`config.mk`:
```
export PLATFORM = sky130hd
export DESIGN_NAME = irq_ctl_flat
export DESIGN_NICKNAME = d
export VERILOG_FILES = /design/src/rtl/irq_ctl_pkg.sv /design/src/rtl/irq_ctl_if.sv /design/src/rtl/irq_prio_enc.sv /design/src/rtl/irq_ctl.sv /design/src/flat_wrapper.sv
export SDC_FILE = /design/constraint.sdc
export NUM_CORES = 1
export LEC_CHECK = 0
export BUFFER_PORTS_ARGS = -buffer_cell sky130_fd_sc_hd__buf_2
export CAP_MARGIN = 30
export CORE_MARGIN = 5
export CORE_UTILIZATION = 30
export CTS_BUF_LIST = sky130_fd_sc_hd__clkbuf_4
export CTS_CLUSTER_DIAMETER = 40
export CTS_CLUSTER_SIZE = 30
export DETAILED_ROUTE_END_ITERATION = 10
export MAX_ROUTING_LAYER = met4
export SLEW_MARGIN = 20
export SYNTH_ARGS = -nofsm -noshare
export SYNTH_HDL_FRONTEND = slang
export SYNTH_SLANG_ARGS = --single-unit
```
`constraint.sdc`:
```
create_clock -name clk -period 2.3 [get_ports clk]
set_clock_uncertainty 0.05 [all_clocks]
set_input_delay 0.23 -clock clk [delete_from_list [all_inputs] [get_ports clk]]
set_output_delay 0.23 -clock clk [all_outputs]
set_load 0.03 [all_outputs]
```
`src/rtl/irq_ctl_pkg.sv`:
```
// Shared constants and types for the interrupt controller: register map,
// FSM encoding, reset vector base and the status read-back layout.
package irq_ctl_pkg;

  localparam int unsigned DATA_W = 32;
  localparam int unsigned ADDR_W = 3;
  localparam int unsigned ID_W   = 5;

  localparam logic [ADDR_W-1:0] REG_CTRL  = 3'd0;
  localparam logic [ADDR_W-1:0] REG_MASK  = 3'd1;
  localparam logic [ADDR_W-1:0] REG_EDGE  = 3'd2;
  localparam logic [ADDR_W-1:0] REG_PEND  = 3'd3;
  localparam logic [ADDR_W-1:0] REG_VBASE = 3'd4;
  localparam logic [ADDR_W-1:0] REG_EOI   = 3'd5;

  localparam logic [DATA_W-1:0] RESET_VBASE_DEF = 32'h0000_0050;

  typedef enum logic [1:0] {
    ST_IDLE = 2'd0,
    ST_REQ  = 2'd1,
    ST_SVC  = 2'd2
  } state_e;

  // Layout of the STAT word returned from the EOI/STAT index
  typedef struct packed {
    logic [21:0]     rsvd_hi;
    logic [1:0]      state;
    logic [2:0]      rsvd_lo;
    logic [ID_W-1:0] id;
  } stat_t;

endpackage

```
`src/rtl/irq_ctl_if.sv`:
```
// Software register port plus the request/acknowledge path to the RF stage.
interface irq_ctl_if;
  import irq_ctl_pkg::*;

  logic              cs_i;
  logic              we_i;
  logic [ADDR_W-1:0] addr_i;
  logic [DATA_W-1:0] din_i;
  logic [DATA_W-1:0] dout_o;
  logic              irq_o;
  logic [DATA_W-1:0] irq_addr_o;
  logic              iack_i;
  logic              busy_o;

  modport slave (
    input  cs_i, we_i, addr_i, din_i, iack_i,
    output dout_o, irq_o, irq_addr_o, busy_o
  );

  modport master (
    output cs_i, we_i, addr_i, din_i, iack_i,
    input  dout_o, irq_o, irq_addr_o, busy_o
  );

endinterface

```
`src/rtl/irq_prio_enc.sv`:
```
// Fixed-priority encoder: lowest set index wins.
module irq_prio_enc
  import irq_ctl_pkg::*;
#(
  parameter int unsigned NSRC = 8
) (
  input  logic [NSRC-1:0] i_req,
  output logic            o_valid_c,
  output logic [ID_W-1:0] o_idx_c
);

  // Scan from the top down so the lowest set index is the last to assign
  always_comb begin
    o_valid_c = 1'b0;
    o_idx_c   = '0;
    for (int i = int'(NSRC) - 1; i >= 0; i--) begin
      if (i_req[i]) begin
        o_valid_c = 1'b1;
        o_idx_c   = ID_W'(i);
      end
    end
  end

endmodule

```
`src/rtl/irq_ctl.sv`:
```
// Interrupt controller: pending/mask/edge registers, fixed-priority select and
// a single in-flight request sequenced through REQ -> SVC -> EOI.
module irq_ctl
  import irq_ctl_pkg::*;
#(
  parameter int unsigned       NSRC        = 8,
  parameter logic [DATA_W-1:0] RESET_VBASE = RESET_VBASE_DEF,
  parameter int unsigned       VEC_SHIFT   = 3
) (
  input  logic            clk,
  input  logic            rst_i,
  input  logic [NSRC-1:0] src_i,
  irq_ctl_if.slave        bus
);

  logic              r_gie;
  logic [NSRC-1:0]   r_mask;
  logic [NSRC-1:0]   r_edge;
  logic [NSRC-1:0]   r_pend;
  logic [NSRC-1:0]   r_src_q;
  logic [DATA_W-1:0] r_vbase;
  logic [DATA_W-1:0] r_dout;
  logic [DATA_W-1:0] r_irq_addr;
  logic [ID_W-1:0]   r_cur_id;
  logic              r_irq;
  logic              r_busy;
  state_e            r_state;

  state_e            w_nxt_state;
  logic [ID_W-1:0]   w_nxt_id;
  logic [DATA_W-1:0] w_nxt_addr;
  logic              w_nxt_irq;
  logic              w_nxt_busy;

  logic              w_wr;
  logic              w_rd;
  logic              w_eoi;
  logic              w_ack;
  logic [NSRC-1:0]   w_cand;
  logic [NSRC-1:0]   w_rise;
  logic [NSRC-1:0]   w_w1c;
  logic [NSRC-1:0]   w_ack_clr;
  logic [NSRC-1:0]   w_pend_nxt;
  logic              w_win_vld;
  logic [ID_W-1:0]   w_win_id;
  logic [DATA_W-1:0] w_rd_data;
  stat_t             w_stat;

  assign w_wr   = bus.cs_i && bus.we_i;
  assign w_rd   = bus.cs_i && !bus.we_i;
  assign w_eoi  = w_wr && (bus.addr_i == REG_EOI);
  assign w_ack  = (r_state == ST_REQ) && bus.iack_i;
  assign w_cand = r_pend & r_mask;

  irq_prio_enc #(.NSRC(NSRC)) u_prio (
    .i_req     (w_cand),
    .o_valid_c (w_win_vld),
    .o_idx_c   (w_win_id)
  );

  // Edge bits: a new rising edge wins over a W1C or acknowledge clear
  assign w_rise     = src_i & ~r_src_q;
  assign w_w1c      = (w_wr && (bus.addr_i == REG_PEND)) ? bus.din_i[NSRC-1:0] : '0;
  assign w_ack_clr  = w_ack ? (NSRC'(1) << r_cur_id) : '0;
  assign w_pend_nxt = (~r_edge & src_i)
                    | (r_edge & (w_rise | (r_pend & ~(w_w1c | w_ack_clr))));

  always_ff @(posedge clk) begin
    if (rst_i) begin
      r_pend  <= '0;
      r_src_q <= '0;
    end else begin
      r_pend  <= w_pend_nxt;
      r_src_q <= src_i;
    end
  end

  // Configuration registers
  always_ff @(posedge clk) begin
    if (rst_i) begin
      r_gie   <= 1'b0;
      r_mask  <= '0;
      r_edge  <= '0;
      r_vbase <= RESET_VBASE;
    end else if (w_wr) begin
      case (bus.addr_i)
        REG_CTRL:  r_gie   <= bus.din_i[0];
        REG_MASK:  r_mask  <= bus.din_i[NSRC-1:0];
        REG_EDGE:  r_edge  <= bus.din_i[NSRC-1:0];
        REG_VBASE: r_vbase <= bus.din_i;
        default:   ;
      endcase
    end
  end

  always_comb begin
    w_stat       = '0;
    w_stat.state = r_state;
    w_stat.id    = r_cur_id;
    w_rd_data    = '0;
    case (bus.addr_i)
      REG_CTRL:  w_rd_data = DATA_W'(r_gie);
      REG_MASK:  w_rd_data = DATA_W'(r_mask);
      REG_EDGE:  w_rd_data = DATA_W'(r_edge);
      REG_PEND:  w_rd_data = DATA_W'(r_pend);
      REG_VBASE: w_rd_data = r_vbase;
      REG_EOI:   w_rd_data = w_stat;
      default:   w_rd_data = '0;
    endcase
  end

  always_ff @(posedge clk) begin
    if (rst_i) begin
      r_dout <= '0;
    end else if (w_rd) begin
      r_dout <= w_rd_data;
    end
  end

  // FSM state and the registered request outputs
  always_ff @(posedge clk) begin
    if (rst_i) begin
      r_state    <= ST_IDLE;
      r_cur_id   <= '0;
      r_irq      <= 1'b0;
      r_busy     <= 1'b0;
      r_irq_addr <= RESET_VBASE;
    end else begin
      r_state    <= w_nxt_state;
      r_cur_id   <= w_nxt_id;
      r_irq      <= w_nxt_irq;
      r_busy     <= w_nxt_busy;
      r_irq_addr <= w_nxt_addr;
    end
  end

  always_comb begin
    w_nxt_state = r_state;
    w_nxt_id    = r_cur_id;
    w_nxt_addr  = r_irq_addr;
    w_nxt_irq   = r_irq;
    w_nxt_busy  = r_busy;
    case (r_state)
      ST_IDLE: begin
        w_nxt_irq  = 1'b0;
        w_nxt_busy = 1'b0;
        if (r_gie && w_win_vld) begin
          w_nxt_state = ST_REQ;
          w_nxt_id    = w_win_id;
          w_nxt_addr  = r_vbase + (DATA_W'(w_win_id) << VEC_SHIFT);
          w_nxt_irq   = 1'b1;
          w_nxt_busy  = 1'b1;
        end
      end
      // Committed request: held until acknowledged regardless of source/mask/gie
      ST_REQ: begin
        w_nxt_irq  = 1'b1;
        w_nxt_busy = 1'b1;
        if (bus.iack_i) begin
          w_nxt_state = ST_SVC;
          w_nxt_irq   = 1'b0;
        end
      end
      ST_SVC: begin
        w_nxt_irq  = 1'b0;
        w_nxt_busy = 1'b1;
        if (w_eoi) begin
          w_nxt_state = ST_IDLE;
          w_nxt_busy  = 1'b0;
        end
      end
      default: begin
        w_nxt_state = ST_IDLE;
        w_nxt_irq   = 1'b0;
        w_nxt_busy  = 1'b0;
      end
    endcase
  end

  assign bus.dout_o     = r_dout;
  assign bus.irq_o      = r_irq;
  assign bus.irq_addr_o = r_irq_addr;
  assign bus.busy_o     = r_busy;

endmodule

```
`src/flat_wrapper.sv`:
```
// flat-port wrapper written by rule: the top's interface ports become plain ports
module irq_ctl_flat import irq_ctl_pkg::*;
#(
  parameter int unsigned       NSRC        = 8,
  parameter logic [DATA_W-1:0] RESET_VBASE = RESET_VBASE_DEF,
  parameter int unsigned       VEC_SHIFT   = 3
)
  (clk, rst_i, src_i, bus_cs_i, bus_we_i, bus_addr_i, bus_din_i, bus_iack_i, bus_dout_o, bus_irq_o, bus_irq_addr_o, bus_busy_o);
  irq_ctl_if bus_i ();
  input  logic clk;
  input  logic rst_i;
  input  logic [NSRC-1:0] src_i;
  input wire logic [$bits(bus_i.cs_i)-1:0] bus_cs_i;
  input wire logic [$bits(bus_i.we_i)-1:0] bus_we_i;
  input wire logic [$bits(bus_i.addr_i)-1:0] bus_addr_i;
  input wire logic [$bits(bus_i.din_i)-1:0] bus_din_i;
  input wire logic [$bits(bus_i.iack_i)-1:0] bus_iack_i;
  output wire logic [$bits(bus_i.dout_o)-1:0] bus_dout_o;
  output wire logic [$bits(bus_i.irq_o)-1:0] bus_irq_o;
  output wire logic [$bits(bus_i.irq_addr_o)-1:0] bus_irq_addr_o;
  output wire logic [$bits(bus_i.busy_o)-1:0] bus_busy_o;
  assign bus_i.cs_i = bus_cs_i;
  assign bus_i.we_i = bus_we_i;
  assign bus_i.addr_i = bus_addr_i;
  assign bus_i.din_i = bus_din_i;
  assign bus_i.iack_i = bus_iack_i;
  assign bus_dout_o = bus_i.dout_o;
  assign bus_irq_o = bus_i.irq_o;
  assign bus_irq_addr_o = bus_i.irq_addr_o;
  assign bus_busy_o = bus_i.busy_o;
  irq_ctl #(.NSRC(NSRC), .RESET_VBASE(RESET_VBASE), .VEC_SHIFT(VEC_SHIFT)) u_core (.clk(clk), .rst_i(rst_i), .src_i(src_i), .bus(bus_i));
endmodule
```
Word-level counts from Yosys, hierarchy flattened
Index checks and enable logic that the tools add are counted.
{ "word_totals": {"wordCells": 78, "out_inout_bits": 66, "ff_bits": 138} }
{ "classes": {"eq_ne": 10, "shifts": 1, "add_sub_neg": 1, "bitwise": 11, "n_reduce_logical": 15, "mux": 28} }
{ "ops": {"columns": ["cell", "n"], "rows": [
  ["$pmux W32 S6", 1],
  ["$and A8 B8 Y8", 5],
  ["$mux W5", 7],
  ["$add A32 B8 Y32", 1],
  ["$not A8 Y8", 3],
  ["$or A8 B8 Y8", 3],
  ["$mux W8", 2],
  ["$mux W1", 11],
  ["$reduce_and A2 Y1", 5],
  ["$shl A1 B5 Y8 const A", 1],
  ["$eq A3 B2 Y1 const B", 2],
  ["$eq A3 B3 Y1 const B", 2],
  ["$logic_and A1 B1 Y1", 6],
  ["$mux W2", 3],
  ["$pmux W2 S3", 1],
  ["$ne A2 B1 Y1 const B", 2],
  ["$eq A3 B1 Y1 const B", 1],
  ["$logic_not A3 Y1", 1],
  ["$mux W3", 1],
  ["$pmux W1 S3", 1],
  ["$reduce_and A3 Y1", 1],
  ["$eq A2 B1 Y1 const B", 1],
  ["$eq A2 B2 Y1 const B", 1],
  ["$logic_not A2 Y1", 1],
  ["other kinds (3)", 3]
]} }

Depth between registers and ports, before layout
{ "logic_depth": {"depth_word": 12, "mapped_depth": 12} }

Modules after synthesis
Synthesis repeated with hierarchy kept, for this count alone.
{ "hier_totals": {"cells_unflattened": 700, "hier_area_um2": 6080.8} }
{ "by_module_without_submodules": {"columns": ["module", "area_per_inst_um2", "n_inst", "cells_each"], "rows": [
  ["irq_ctl", 5982.0, 1, 684],
  ["irq_prio_enc", 98.8, 1, 16]
]} }

Worst setup path before layout
OpenSTA, ideal clock, no wires.
{ "synth_path": {"path_kind": "register to register", "start": "register u_core.r_pend[6]", "end": "register u_core.r_irq_addr[25] (netlist: u_core.bus.irq_addr_o[25])", "path_stages_with_launch": 13, "arrival_time_ps": 2285, "path_slack_ps": -120, "setup_ps": 86, "n_path_buf": 0, "required_ps": 2164, "path_cell_list": "dfxtp_1 -> nand2_1 -> a32oi_1 -> a21o_1 -> a21oi_1 -> ha_1 -> inv_1 -> fa_1 -> nor2b_1 -> o2111ai_2 -> nor3_1 -> xnor2_1 -> a211oi_1"} }
{ "synth_via": {"word_cells_on_any_way": 18, "classes_between": "1 x add/sub; 14 x mux; 1 x bitwise; 2 x reduce/logical"} }
{ "synth_lines": {"columns": ["item", "line", "text"], "rows": [
  ["start, declared", "irq_ctl.sv:19", "logic [NSRC-1:0] r_pend;"],
  ["start signal, assigned", "irq_ctl.sv:73", "r_pend <= w_pend_nxt;"],
  ["$and A8 B8 Y8", "irq_ctl.sv:53", "assign w_cand = r_pend & r_mask;"],
  ["$mux W5 (7 in series)", "irq_prio_enc.sv:17", "if (i_req[i]) begin"],
  ["via u_core.u_prio.o_idx_c[0]", "irq_prio_enc.sv:9", "output logic [ID_W-1:0] o_idx_c"],
  ["$add A32 B8 Y32", "irq_ctl.sv:150", "w_nxt_addr = r_vbase + (DATA_W'(w_win_id) << VEC_SHIFT);"],
  ["end signal, assigned", "irq_ctl.sv:133", "r_irq_addr <= w_nxt_addr;"],
  ["end, declared", "irq_ctl.sv:23", "logic [DATA_W-1:0] r_irq_addr;"]
]} }
The timed path passes the listed nets, and every way through them passes these cells.
A chain may end at the register's enable or synchronous reset.

Final worst setup path
{ "layout_path": {"start": "register u_core.r_pend[6]", "end": "register u_core.r_irq_addr[27] (netlist: u_core.bus.irq_addr_o[27])"} }
The elaborated chain is that of the path after synthesis.

==> summary.txt <==
clk_lat worst skew: 560 ps
clk buf depth: 2
P_leak: 3.03 nW
failing checks: setup timing
CTS sink count: 136
Synth Flop Type: dfxtp_1
flop-to-flop setup slack: -220 ps
CP max-delay cell: fa_2
Mean Syn Cell Area: 8.52 um^2
I/O Pins: 114
CP Cell Sequence: nand2_1 > a32oi_1 > a21o_1 > a21oi_2 > ha_2 > inv_2 > fa_2 > nor2b_4 > o2111ai_4 > nor4_2 > xnor2_1 > a211oi_2
flops & latches, synth: 136
Via Count: 5573
worst slew pin tran: 1000 ps
row cnt: 51
final setup TNS: -2010 ps
final WL: 18500 um
hold path cells: 4
worst path required time: 2730 ps
Die Ht: 150 um
Post-Layout Inst Area: 7890 um^2
placed cell areas: 7030 um^2
worst hold path endpoint: u_core.r_state[1]
Synth Cell Area: 5870 um^2
area delta synth->final: 34.5%
Final ANT Viol Nets: 0
hold crit path type: in -> reg
total global-route track usage: 16.8%
combinational share of power: 7.7%
CTS tree: yes
ratio of cells with drive above 1 in the final layout: 27.7%
P_int: 0.00342 W
arrival time at the worst endpoint: 2950 ps
clock-pin slew on the worst setup and hold paths: 120 ps
switching part of the total: 25.4%
crit-path max cell delay: 360 ps
Ys Warns: 0
initial antenna violation count: 2
register area share after synthesis: 46.4%
Max-Cap Viols: 0
Tot Pwr: 0.00458 W
FF-to-FF End: u_core.bus.irq_addr_o[27]
Hold Vio Cnt, Final: 0
hpwl dp: 13300 um
number of flops mapped to enable cells by yosys: 0
Worst setup EP type: flip-flop
vias per cell: 4.84
status: finished with violations
Root Driver: clkbuf_4
Max Slew Vio Count: 0
FILL cells: 1967
CP top delay family: compound AO/OA/AOI/OAI gates
Finished Layout Cells: 1152
largest net degree at the start of global routing: 66
hold path startpoint: bus_we_i
CP startpoint kind: flip-flop
FF-to-FF Start: u_core.r_pend[6]
Seq pwr share: 52.8%
Worst Path Max Fanout: 4
initial core utilization: 30.4%
Cell Pwr Density: 581 nW/um^2
Netlist cell types: 54
Core ar.: 19300 um^2
Worst Reg-to-Reg Cells: 12
crit path time final: 2520 ps
Placer Congestion: 0.856
Final setup viols: 20
initial DRC count: 444
first-pass GRT wire length: 28800 um
final setup margin: -221 ps
die footprint: 22500 um^2
Buf+Inv Stages, Crit Path: 1
final worst-path cycle share: 110%
Num CTS Buffers: 17
cell count after synthesis: 689
Net Count, Synth: 741
H-tree Lvls: 4
vias in the first global route: 5319
WL/cell: 16.1 um
RSZ-0062 raised after global routing: yes
placed cell count: 1074
# DRC: 0
Max transition margin: 33.1%
port bufs: 113
commonest non-fill, non-tap cells in the layout: nand2_1 (130), dfxtp_1 (130), buf_2 (112), nor2_1 (72)
Max Freq: 397 MHz
type of the worst setup path: reg -> reg
ys async rst share: 0%
GRT Residual Overflow: 0
P_sw: 0.00117 W
first drt pass iteration count: 5
peak supply drop: 0.000276 V
nets: 924
clock share of power: 39.6%
die width: 150 um
## metrics by stage
stage / hold WS, ps / worst slack (ps) / util [%]
after floorplan: 298 / -51.1 / -
after global placement: 390 / -166 / 36.4
after detailed placement: 402 / -219 / 36.4
after CTS: 56.8 / -193 / 40.5
after global routing: 106 / -349 / 40.8
final: 114 / -221 / 40.8
## sequential cells by signal, indices dropped and copies added, names as in the netlist
register,flops
u_core.bus.dout_o,32
u_core.bus.irq_addr_o,32
u_core.r_vbase,32
u_core.r_edge,8
u_core.r_mask,8
u_core.r_pend,8
u_core.r_src_q,8
u_core.r_cur_id,3
u_core.r_state,2
u_core.bus.busy_o,1
u_core.bus.irq_o,1
u_core.r_gie,1
## layout make-up
| class | instances | area [um^2] | area share (%) |
|---|---|---|---|
| multi-input cells | 499 | 3030 | 38.4 |
| diodes | 2 | 5.00 | 0.0634 |
| clock inverters | 15 | 198 | 2.51 |
| flip-flops and latches | 136 | 2730 | 34.6 |
| clock buffers | 17 | 128 | 1.62 |
| repair buffers | 211 | 1440 | 18.2 |
| well taps | 265 | 332 | 4.20 |
| inverters | 7 | 26.3 | 0.333 |
## per-layer routing
metal / part of all wire (%) / GRT usage (%) / routed length (um)
met5: 0 / - / 0
met4: 1.2 / 5.35 / 229
met3: 6.3 / 4.42 / 1170
met2: 47 / 25.6 / 8630
met1: 46 / 21.9 / 8460
## power groups by stage
stage | clock network [W] | registers (W) | logic, W
6_report | 0.00181 | 0.00242 | 0.000351
5_1_grt | 0.00196 | 0.00242 | 0.000380
4_1_cts | 0.00186 | 0.00242 | 0.000350
3_5_place_dp | 0 | 0.00247 | 0.000293
3_3_place_gp | 0 | 0.00247 | 0.000295
2_1_floorplan | 0 | 0.00248 | 0.000139
## Yosys cell counts (4+ instances only)
library cell / n / share of area (%)
nand3_1: 11 / 0.94
o21ai_0: 16 / 1.4
and3_1: 9 / 0.96
nand2_1: 130 / 8.3
inv_1: 7 / 0.45
a22o_1: 9 / 1.3
mux2_2: 4 / 0.77
xor2_1: 6 / 0.90
o221ai_1: 5 / 0.75
clkbuf_1: 29 / 1.9
buf_2: 11 / 0.94
dfxtp_1: 136 / 46
a211oi_1: 30 / 3.8
nor2_1: 74 / 4.7
a211o_1: 5 / 0.75
a21oi_1: 55 / 4.7
mux2i_1: 17 / 2.9
nor3_1: 8 / 0.68
xnor2_1: 21 / 3.1
buf_1: 4 / 0.26
nand4_1: 4 / 0.43
a22oi_1: 33 / 4.2
nor2b_1: 15 / 1.6
## worst max-delay path by stage
stage / cells past startpoint / to / startpoint
after floorplan: 12 / u_core.bus.irq_addr_o[27] / u_core.r_pend[6]
after global placement: 11 / u_core.bus.irq_addr_o[19] / u_core.r_pend[4]
after detailed placement: 12 / u_core.bus.irq_addr_o[27] / u_core.r_mask[6]
after CTS: 12 / u_core.bus.irq_addr_o[27] / u_core.r_pend[6]
after global routing: 13 / u_core.bus.irq_addr_o[17] / u_core.r_pend[6]
final: 12 / u_core.bus.irq_addr_o[27] / u_core.r_pend[6]
## repair_timing
item,in CTS,in global routing
buffers inserted,2,1
gates resized for setup,15,13
hold buffers,41,0
pin swaps,11,7
endpoints found under the setup margin,22,26
hold endpoints to repair,68,0
## cell families (layout without fill, tap and decap cells)
group / count (synthesis) / in the layout / share of synthesized area, %
buffers and inverters: 54 / 250 / 3.84
flip-flops: 136 / 136 / 46.4
other: 0 / 2 / 0
AND/OR/NAND/NOR: 275 / 275 / 21.3
adder cells (fa/ha/maj): 4 / 4 / 0.981
XOR/XNOR: 27 / 27 / 4.03
AO/OA/AOI/OAI: 172 / 172 / 19.8
multiplexers: 21 / 21 / 3.67
## worst register-to-register path, delay by kind of cell (launching register included)
family	cells	cell delay, ps
fa+ha+maj	2	550
xor+xnor	1	110
buf+inv	1	40
compound gates	5	810
simple gates	3	520
flops	1	350
Power figures use the tool's default switching activity.
